`src/rtl/west_skew_feeder_if.sv`:
```
// West-edge feeder bundle: tile control, column-vector valid/ready input, skewed per-row outputs.
// master drives tile control and vectors; slave is the feeder that returns ready, skewed data and status.
interface west_skew_feeder_if #(
    parameter int WIDTH = 8,
    parameter int ROWS  = 4,
    parameter int LEN_W = 16
);
    logic                  start_i;
    logic [LEN_W-1:0]      len_i;
    logic                  abort_i;
    logic                  in_valid_i;
    logic [ROWS*WIDTH-1:0] in_data_i;
    logic                  in_ready_o;
    logic [ROWS*WIDTH-1:0] west_o;
    logic [ROWS-1:0]       west_valid_o;
    logic                  busy_o;
    logic                  done_o;

    modport master (
        output start_i, len_i, abort_i, in_valid_i, in_data_i,
        input  in_ready_o, west_o, west_valid_o, busy_o, done_o
    );

    modport slave (
        input  start_i, len_i, abort_i, in_valid_i, in_data_i,
        output in_ready_o, west_o, west_valid_o, busy_o, done_o
    );
endinterface

```
`src/rtl/west_skew_feeder.sv`:
```
// Skews column vectors onto the systolic array west edge; row r lags by r cycles and emits a done pulse per tile.
// Latency: row r shows a vector r+1 cycles after its handshake; ready is high only while streaming, with no stall input.
module west_skew_feeder #(
    parameter int WIDTH = 8,
    parameter int ROWS  = 4,
    parameter int LEN_W = 16
) (
    input  logic              clk_i,
    input  logic              rstn_i,
    west_skew_feeder_if.slave bus
);
    typedef enum logic [1:0] {
        IDLE   = 2'd0,
        STREAM = 2'd1,
        DRAIN  = 2'd2
    } state_t;

    localparam logic [LEN_W-1:0] ONE        = LEN_W'(1);
    localparam logic [LEN_W-1:0] DRAIN_INIT = LEN_W'(ROWS - 1);

    state_t           state_q, state_d;
    logic [LEN_W-1:0] rem_q, rem_d;
    logic [LEN_W-1:0] drain_q, drain_d;
    logic             done_q, done_d;
    logic             in_rdy;
    logic             in_hs;

    logic [ROWS-1:0][WIDTH-1:0] west_dat;
    logic [ROWS-1:0]            west_vld;

    // Ready depends on state only, except that abort suppresses it in the same cycle.
    assign in_rdy = (state_q == STREAM) && !bus.abort_i;
    assign in_hs  = bus.in_valid_i && in_rdy;

    always_ff @(posedge clk_i or negedge rstn_i) begin
        if (!rstn_i) begin
            state_q <= IDLE;
            rem_q   <= '0;
            drain_q <= '0;
            done_q  <= 1'b0;
        end else begin
            state_q <= state_d;
            rem_q   <= rem_d;
            drain_q <= drain_d;
            done_q  <= done_d;
        end
    end

    always_comb begin
        state_d = state_q;
        rem_d   = rem_q;
        drain_d = drain_q;
        done_d  = 1'b0;

        unique case (state_q)
            IDLE: begin
                if (bus.start_i && (bus.len_i != '0)) begin
                    state_d = STREAM;
                    rem_d   = bus.len_i;
                end
            end
            STREAM: begin
                if (in_hs) begin
                    rem_d = rem_q - ONE;
                    if (rem_q == ONE) begin
                        // A single row has no skew to drain, so the tile ends with its last handshake.
                        if (ROWS == 1) begin
                            state_d = IDLE;
                            done_d  = 1'b1;
                        end else begin
                            state_d = DRAIN;
                            drain_d = DRAIN_INIT;
                        end
                    end
                end
            end
            DRAIN: begin
                drain_d = drain_q - ONE;
                if (drain_q == ONE) begin
                    state_d = IDLE;
                    done_d  = 1'b1;
                end
            end
            default: begin
                state_d = IDLE;
            end
        endcase

        if (bus.abort_i) begin
            state_d = IDLE;
            rem_d   = '0;
            drain_d = '0;
            done_d  = 1'b0;
        end
    end

    // Row r owns r+1 stages; every stage shifts every cycle so a stall becomes a zero bubble, never a hold.
    for (genvar r = 0; r < ROWS; r++) begin : g_row
        logic [r:0][WIDTH-1:0] dat_q;
        logic [r:0]            vld_q;

        always_ff @(posedge clk_i or negedge rstn_i) begin
            if (!rstn_i) begin
                dat_q <= '0;
                vld_q <= '0;
            end else if (bus.abort_i) begin
                dat_q <= '0;
                vld_q <= '0;
            end else begin
                dat_q[0] <= in_hs ? bus.in_data_i[r*WIDTH +: WIDTH] : '0;
                vld_q[0] <= in_hs;
                for (int s = 1; s <= r; s++) begin
                    dat_q[s] <= dat_q[s-1];
                    vld_q[s] <= vld_q[s-1];
                end
            end
        end

        assign west_dat[r] = dat_q[r];
        assign west_vld[r] = vld_q[r];
    end

    assign bus.in_ready_o   = in_rdy;
    assign bus.west_o       = west_dat;
    assign bus.west_valid_o = west_vld;
    assign bus.busy_o       = (state_q != IDLE);
    assign bus.done_o       = done_q;
endmodule

```
`src/flat_wrapper.sv`:
```
// flat-port wrapper written by rule: the top's interface ports become plain ports
module west_skew_feeder_flat 
#(
    parameter int WIDTH = 8,
    parameter int ROWS  = 4,
    parameter int LEN_W = 16
)
  (clk_i, rstn_i, bus_start_i, bus_len_i, bus_abort_i, bus_in_valid_i, bus_in_data_i, bus_in_ready_o, bus_west_o, bus_west_valid_o, bus_busy_o, bus_done_o);
  west_skew_feeder_if #(.WIDTH(WIDTH), .ROWS(ROWS), .LEN_W(LEN_W)) bus_i ();
  input  logic clk_i;
  input  logic rstn_i;
  input wire logic [$bits(bus_i.start_i)-1:0] bus_start_i;
  input wire logic [$bits(bus_i.len_i)-1:0] bus_len_i;
  input wire logic [$bits(bus_i.abort_i)-1:0] bus_abort_i;
  input wire logic [$bits(bus_i.in_valid_i)-1:0] bus_in_valid_i;
  input wire logic [$bits(bus_i.in_data_i)-1:0] bus_in_data_i;
  output wire logic [$bits(bus_i.in_ready_o)-1:0] bus_in_ready_o;
  output wire logic [$bits(bus_i.west_o)-1:0] bus_west_o;
  output wire logic [$bits(bus_i.west_valid_o)-1:0] bus_west_valid_o;
  output wire logic [$bits(bus_i.busy_o)-1:0] bus_busy_o;
  output wire logic [$bits(bus_i.done_o)-1:0] bus_done_o;
  assign bus_i.start_i = bus_start_i;
  assign bus_i.len_i = bus_len_i;
  assign bus_i.abort_i = bus_abort_i;
  assign bus_i.in_valid_i = bus_in_valid_i;
  assign bus_i.in_data_i = bus_in_data_i;
  assign bus_in_ready_o = bus_i.in_ready_o;
  assign bus_west_o = bus_i.west_o;
  assign bus_west_valid_o = bus_i.west_valid_o;
  assign bus_busy_o = bus_i.busy_o;
  assign bus_done_o = bus_i.done_o;
  west_skew_feeder #(.WIDTH(WIDTH), .ROWS(ROWS), .LEN_W(LEN_W)) u_core (.clk_i(clk_i), .rstn_i(rstn_i), .bus(bus_i));
endmodule
```
`config.mk`:
```
export PLATFORM = sky130hd
export DESIGN_NAME = west_skew_feeder_flat
export DESIGN_NICKNAME = d
export VERILOG_FILES = /design/src/rtl/west_skew_feeder_if.sv /design/src/rtl/west_skew_feeder.sv /design/src/flat_wrapper.sv
export SDC_FILE = /design/constraint.sdc
export NUM_CORES = 1
export LEC_CHECK = 0
export ABC_AREA = 1
export CAP_MARGIN = 15
export CORE_MARGIN = 1
export CORE_UTILIZATION = 40
export CTS_CLUSTER_DIAMETER = 40
export DETAILED_ROUTE_END_ITERATION = 8
export HOLD_SLACK_MARGIN = 0.12
export SLEW_MARGIN = 20
export SYNTH_ARGS = -nofsm -noshare
export SYNTH_HDL_FRONTEND = slang
export SYNTH_SLANG_ARGS = --single-unit
```
`constraint.sdc`:
```
create_clock -name clk_i -period 1.69 [get_ports clk_i]
set_input_delay 0.338 -clock clk_i [delete_from_list [all_inputs] [get_ports clk_i]]
set_output_delay 0.338 -clock clk_i [all_outputs]
set_load 0.01 [all_outputs]
```
==> flow_summary.yaml <==
critical_path:
  r2r_slack_ns: 0.14
  rr_endpoint: "u_core.drain_q[6]"
  r2r_cells: 8
  crit_chain: "buf_6 > nor2_4 > inv_2 > nor2_4 > buf_6"
  cp.required_ns: 1.35
  worstPathMaxFanout: 2
  cp-start-kind: "flop"
  cpPeakStageDelay_ns: 0.40
  worst-setup-path-type: "reg -> out"
  arrival_ns: 1.30
  slowest_stage: "dfrtp_1"
  endpoint_kind: "primary output"
  rr_startpoint: "u_core.drain_q[0]"
die:
  rows: 42
  initial_core_util_pct: 41.0
  die_area_mm2: 0.0140
  core_area_mm2: 0.0132
  die_w_um: 119
  die_y_um: 119
  pin_count: 92
detailed_routing:
  drt_first_pass_iters: 4
  wirelength_um: 11200
  drcViolationCount: 0
  ant_nets: 0
  viasPerCell: 4.46
  drt_iter0_markers: 204
  vias: 4252
  wl_per_cell_um: 11.8
synthesis:
  yosys.area.top_type: "dfrtp_1"
  synth_fp_nets: 727
  synthAdderAreaFrac_pct: 0.922
  synth_top_family_by_area: "simple AND/OR/NAND/NOR gates"
  avgSynthCellArea_um2: 8.10
  synth_top_area_share_pct: 54.8
  synthSimpleGateAreaFrac_pct: 26.9
  yosys.cell_count.top_type: "nand2_1"
  synth_edf_count: 0
  yosys-top-cells-count: "146 x nand2_1, 134 x nor2_1, 119 x dfrtp_1"
  yosysSeqAreaShare_pct: 54.8
  synth_xor_area_share_pct: 0.161
  synth_cells: 670
  yosysWarningCount: 0
  synth_mux_area_share_pct: 0
  yosysUniqueCellTypes: 30
  synth-async-reset-ratio_pct: 100
  ys.flop_type: "dfrtp_1"
  synth-seq-cells: 119
  synth_compound_area_share_pct: 4.10
  synth_area_mm2: 0.00543
  ys_top_cells_by_area: "dfrtp_1 55%, nand2_1 10%, nor2_1 9.3%"
power_and_ir_drop:
  ir_drop_mv: 0.996
  sequentialPowerShare_pct: 33.2
  p_leak_nw: 3.59
  p_int_mw: 7.00
  clockPowerShare_pct: 33.4
  switchingPower_mw: 3.82
  switching_share_pct: 35.3
  combPwrFrac_pct: 33.4
  powerDensity_mw_per_mm2: 1510
cells_and_area:
  instances_no_fill: 954
  nNetsFinal: 822
  drive_gt1_share_pct: 11.3
  fin_util_pct: 54.0
  synthToLayoutAreaGrowth_pct: 31.8
  diodes: 0
timing:
  period_minus_slack_ns: 1.64
  hold_violations: 0
  finalSetupViolations: 0
  final_max_slew_viol_count: 0
  fin_skew_ns: 0.00696
  relSlewSlack_pct: 69.0
  rsz0062_at_grt: "true"
  post-route-period-util_pct: 97.0
  fin_worst_hold_slack_ns: 0.326
  tightest_slew_ns: 0.466
  tns_ns: 0
  fmax_mhz: 610
clock_network:
  cts_tree: "done"
  cts_made_buffers: 17
  clockBufferDepth: 2
  clock-root-buffer: "clkbuf_16"
  htree_levels: 4
  path_clk_slew_ns: 0.05
  insertion_delay_ns: 0.41
  clkSinkCount: 119
placed_design:
  gp_congestion: 0.860
  io_buffer_count: 91
  dp_hpwl_um: 7760
  dp.cells: 916
flow_run:
  drv_cap: 0
global_route:
  grt_pass1_vias: 4263
  grt_max_degree: 44
  grt_pass1_wl_um: 19500
  overflow: 0
  grt_antenna_before_repair: 0
  gr-usage-all-layers_pct: 17.8
worst_hold_path:
  hp-start: "bus_abort_i"
  hp-class: "in -> reg"
  min_delay_path_depth: 4
  min_delay_worst_endpoint: "u_core.state_q[0]"
outcome:
  status: "finished, final reports clean"
## power by group through the flow
stage	Sequential [mW]	Clock [mW]	Combinational [mW]
finish	3.59	3.61	3.62
global route	3.65	3.83	4.13
floorplan	3.54	0	2.44
detailed placement	3.63	0	3.47
CTS	3.58	3.68	3.53
global placement	3.62	0	3.41
## timing repair
action                                 in CTS  in global routing
buffers inserted                            2                  3
setup endpoints to repair                   2                 23
pin swaps                                   0                  2
resized for setup                           5                 10
hold buffers                                1                  0
endpoints found under the hold margin      28                  0
## state kept, by name (all words and copies together), names as in the netlist
signal              flops
u_core.bus.west_o      24
u_core.bus.done_o       1
u_core.g_row.dat_q     56
u_core.rem_q           16
u_core.state_q          2
u_core.g_row.vld_q      4
u_core.drain_q         16
## kinds of logic (layout without fill, tap and decap cells)
group | after synthesis | after routing
AND/OR/NAND/NOR | 347 | 347
buffers and inverters | 158 | 266
flip-flops | 119 | 119
AO/OA/AOI/OAI | 41 | 41
adder cells (fa/ha/maj) | 4 | 4
XOR/XNOR | 1 | 1
## layer usage
| layer | track usage (%) | up-vias | share of wire (%) |
|---|---|---|---|
| met2 | 29.4 | 89 | 49 |
| met1 | 21.7 | 1976 | 45 |
| met5 | 0 | - | 0 |
| met3 | 4.92 | 16 | 4.4 |
| met4 | 8.23 | 0 | 1.9 |
| li1 | - | 2171 | - |
## worst max-delay path by stage
stage	endpoint	start	cells past startpoint	slack [ns]
CTS	bus_in_ready_o	u_core.state_q[1]	5	0.008
finish	bus_in_ready_o	u_core.state_q[1]	5	0.05
detailed placement	u_core.rem_q[1]	bus_len_i[0]	9	-0.17
global placement	u_core.rem_q[6]	bus_len_i[4]	9	-0.15
global route	bus_in_ready_o	u_core.state_q[1]	5	-0.02
floorplan	u_core.rem_q[4]	u_core.rem_q[0]	7	0.26
## cell type report
cell class,count,area [um^2]
fillers,1242,6090
clock inverters,12,151
clock buffers,20,447
flip-flops and latches,119,2980
repair buffers,118,1160
well taps,176,220
inverters,116,435
multi-input cells,393,1760
## critical path, delay by kind of cell, from the launching register on
family | cells | cell delay (ns)
DFF | 1 | 0.40
and+or+nand+nor | 2 | 0.20
buffers and inverters | 3 | 0.29
## layout by cell type, fill, tap and decap left out, types with 5 or more instances in the layout
cell / synthesis / routed
nand2_1: 146 / 145
nor2_1: 134 / 130
dfrtp_1: 119 / 119
inv_1: 113 / 112
clkdlybuf4s50_1: 0 / 87
nand3_1: 38 / 38
o21ai_0: 23 / 22
buf_4: 26 / 22
clkbuf_16: 0 / 17
o21ai_1: 8 / 8
nor2_2: 2 / 6
nand4_1: 6 / 6
nor2_4: 5 / 5
clkinvlp_4: 0 / 5
## metrics by stage
step / instance area (um^2) / worst slack [ns] / power [mW]
2_1_floorplan: 5430 / 0.261 / 5.98
3_3_place_gp: 6490 / -0.146 / 7.03
3_5_place_dp: 6490 / -0.175 / 7.10
4_1_cts: 7110 / 0.00848 / 10.8
5_1_grt: 7150 / -0.0249 / 11.6
6_report: 7150 / 0.0507 / 10.8
No activity file was read; power rests on OpenSTA's default activity.
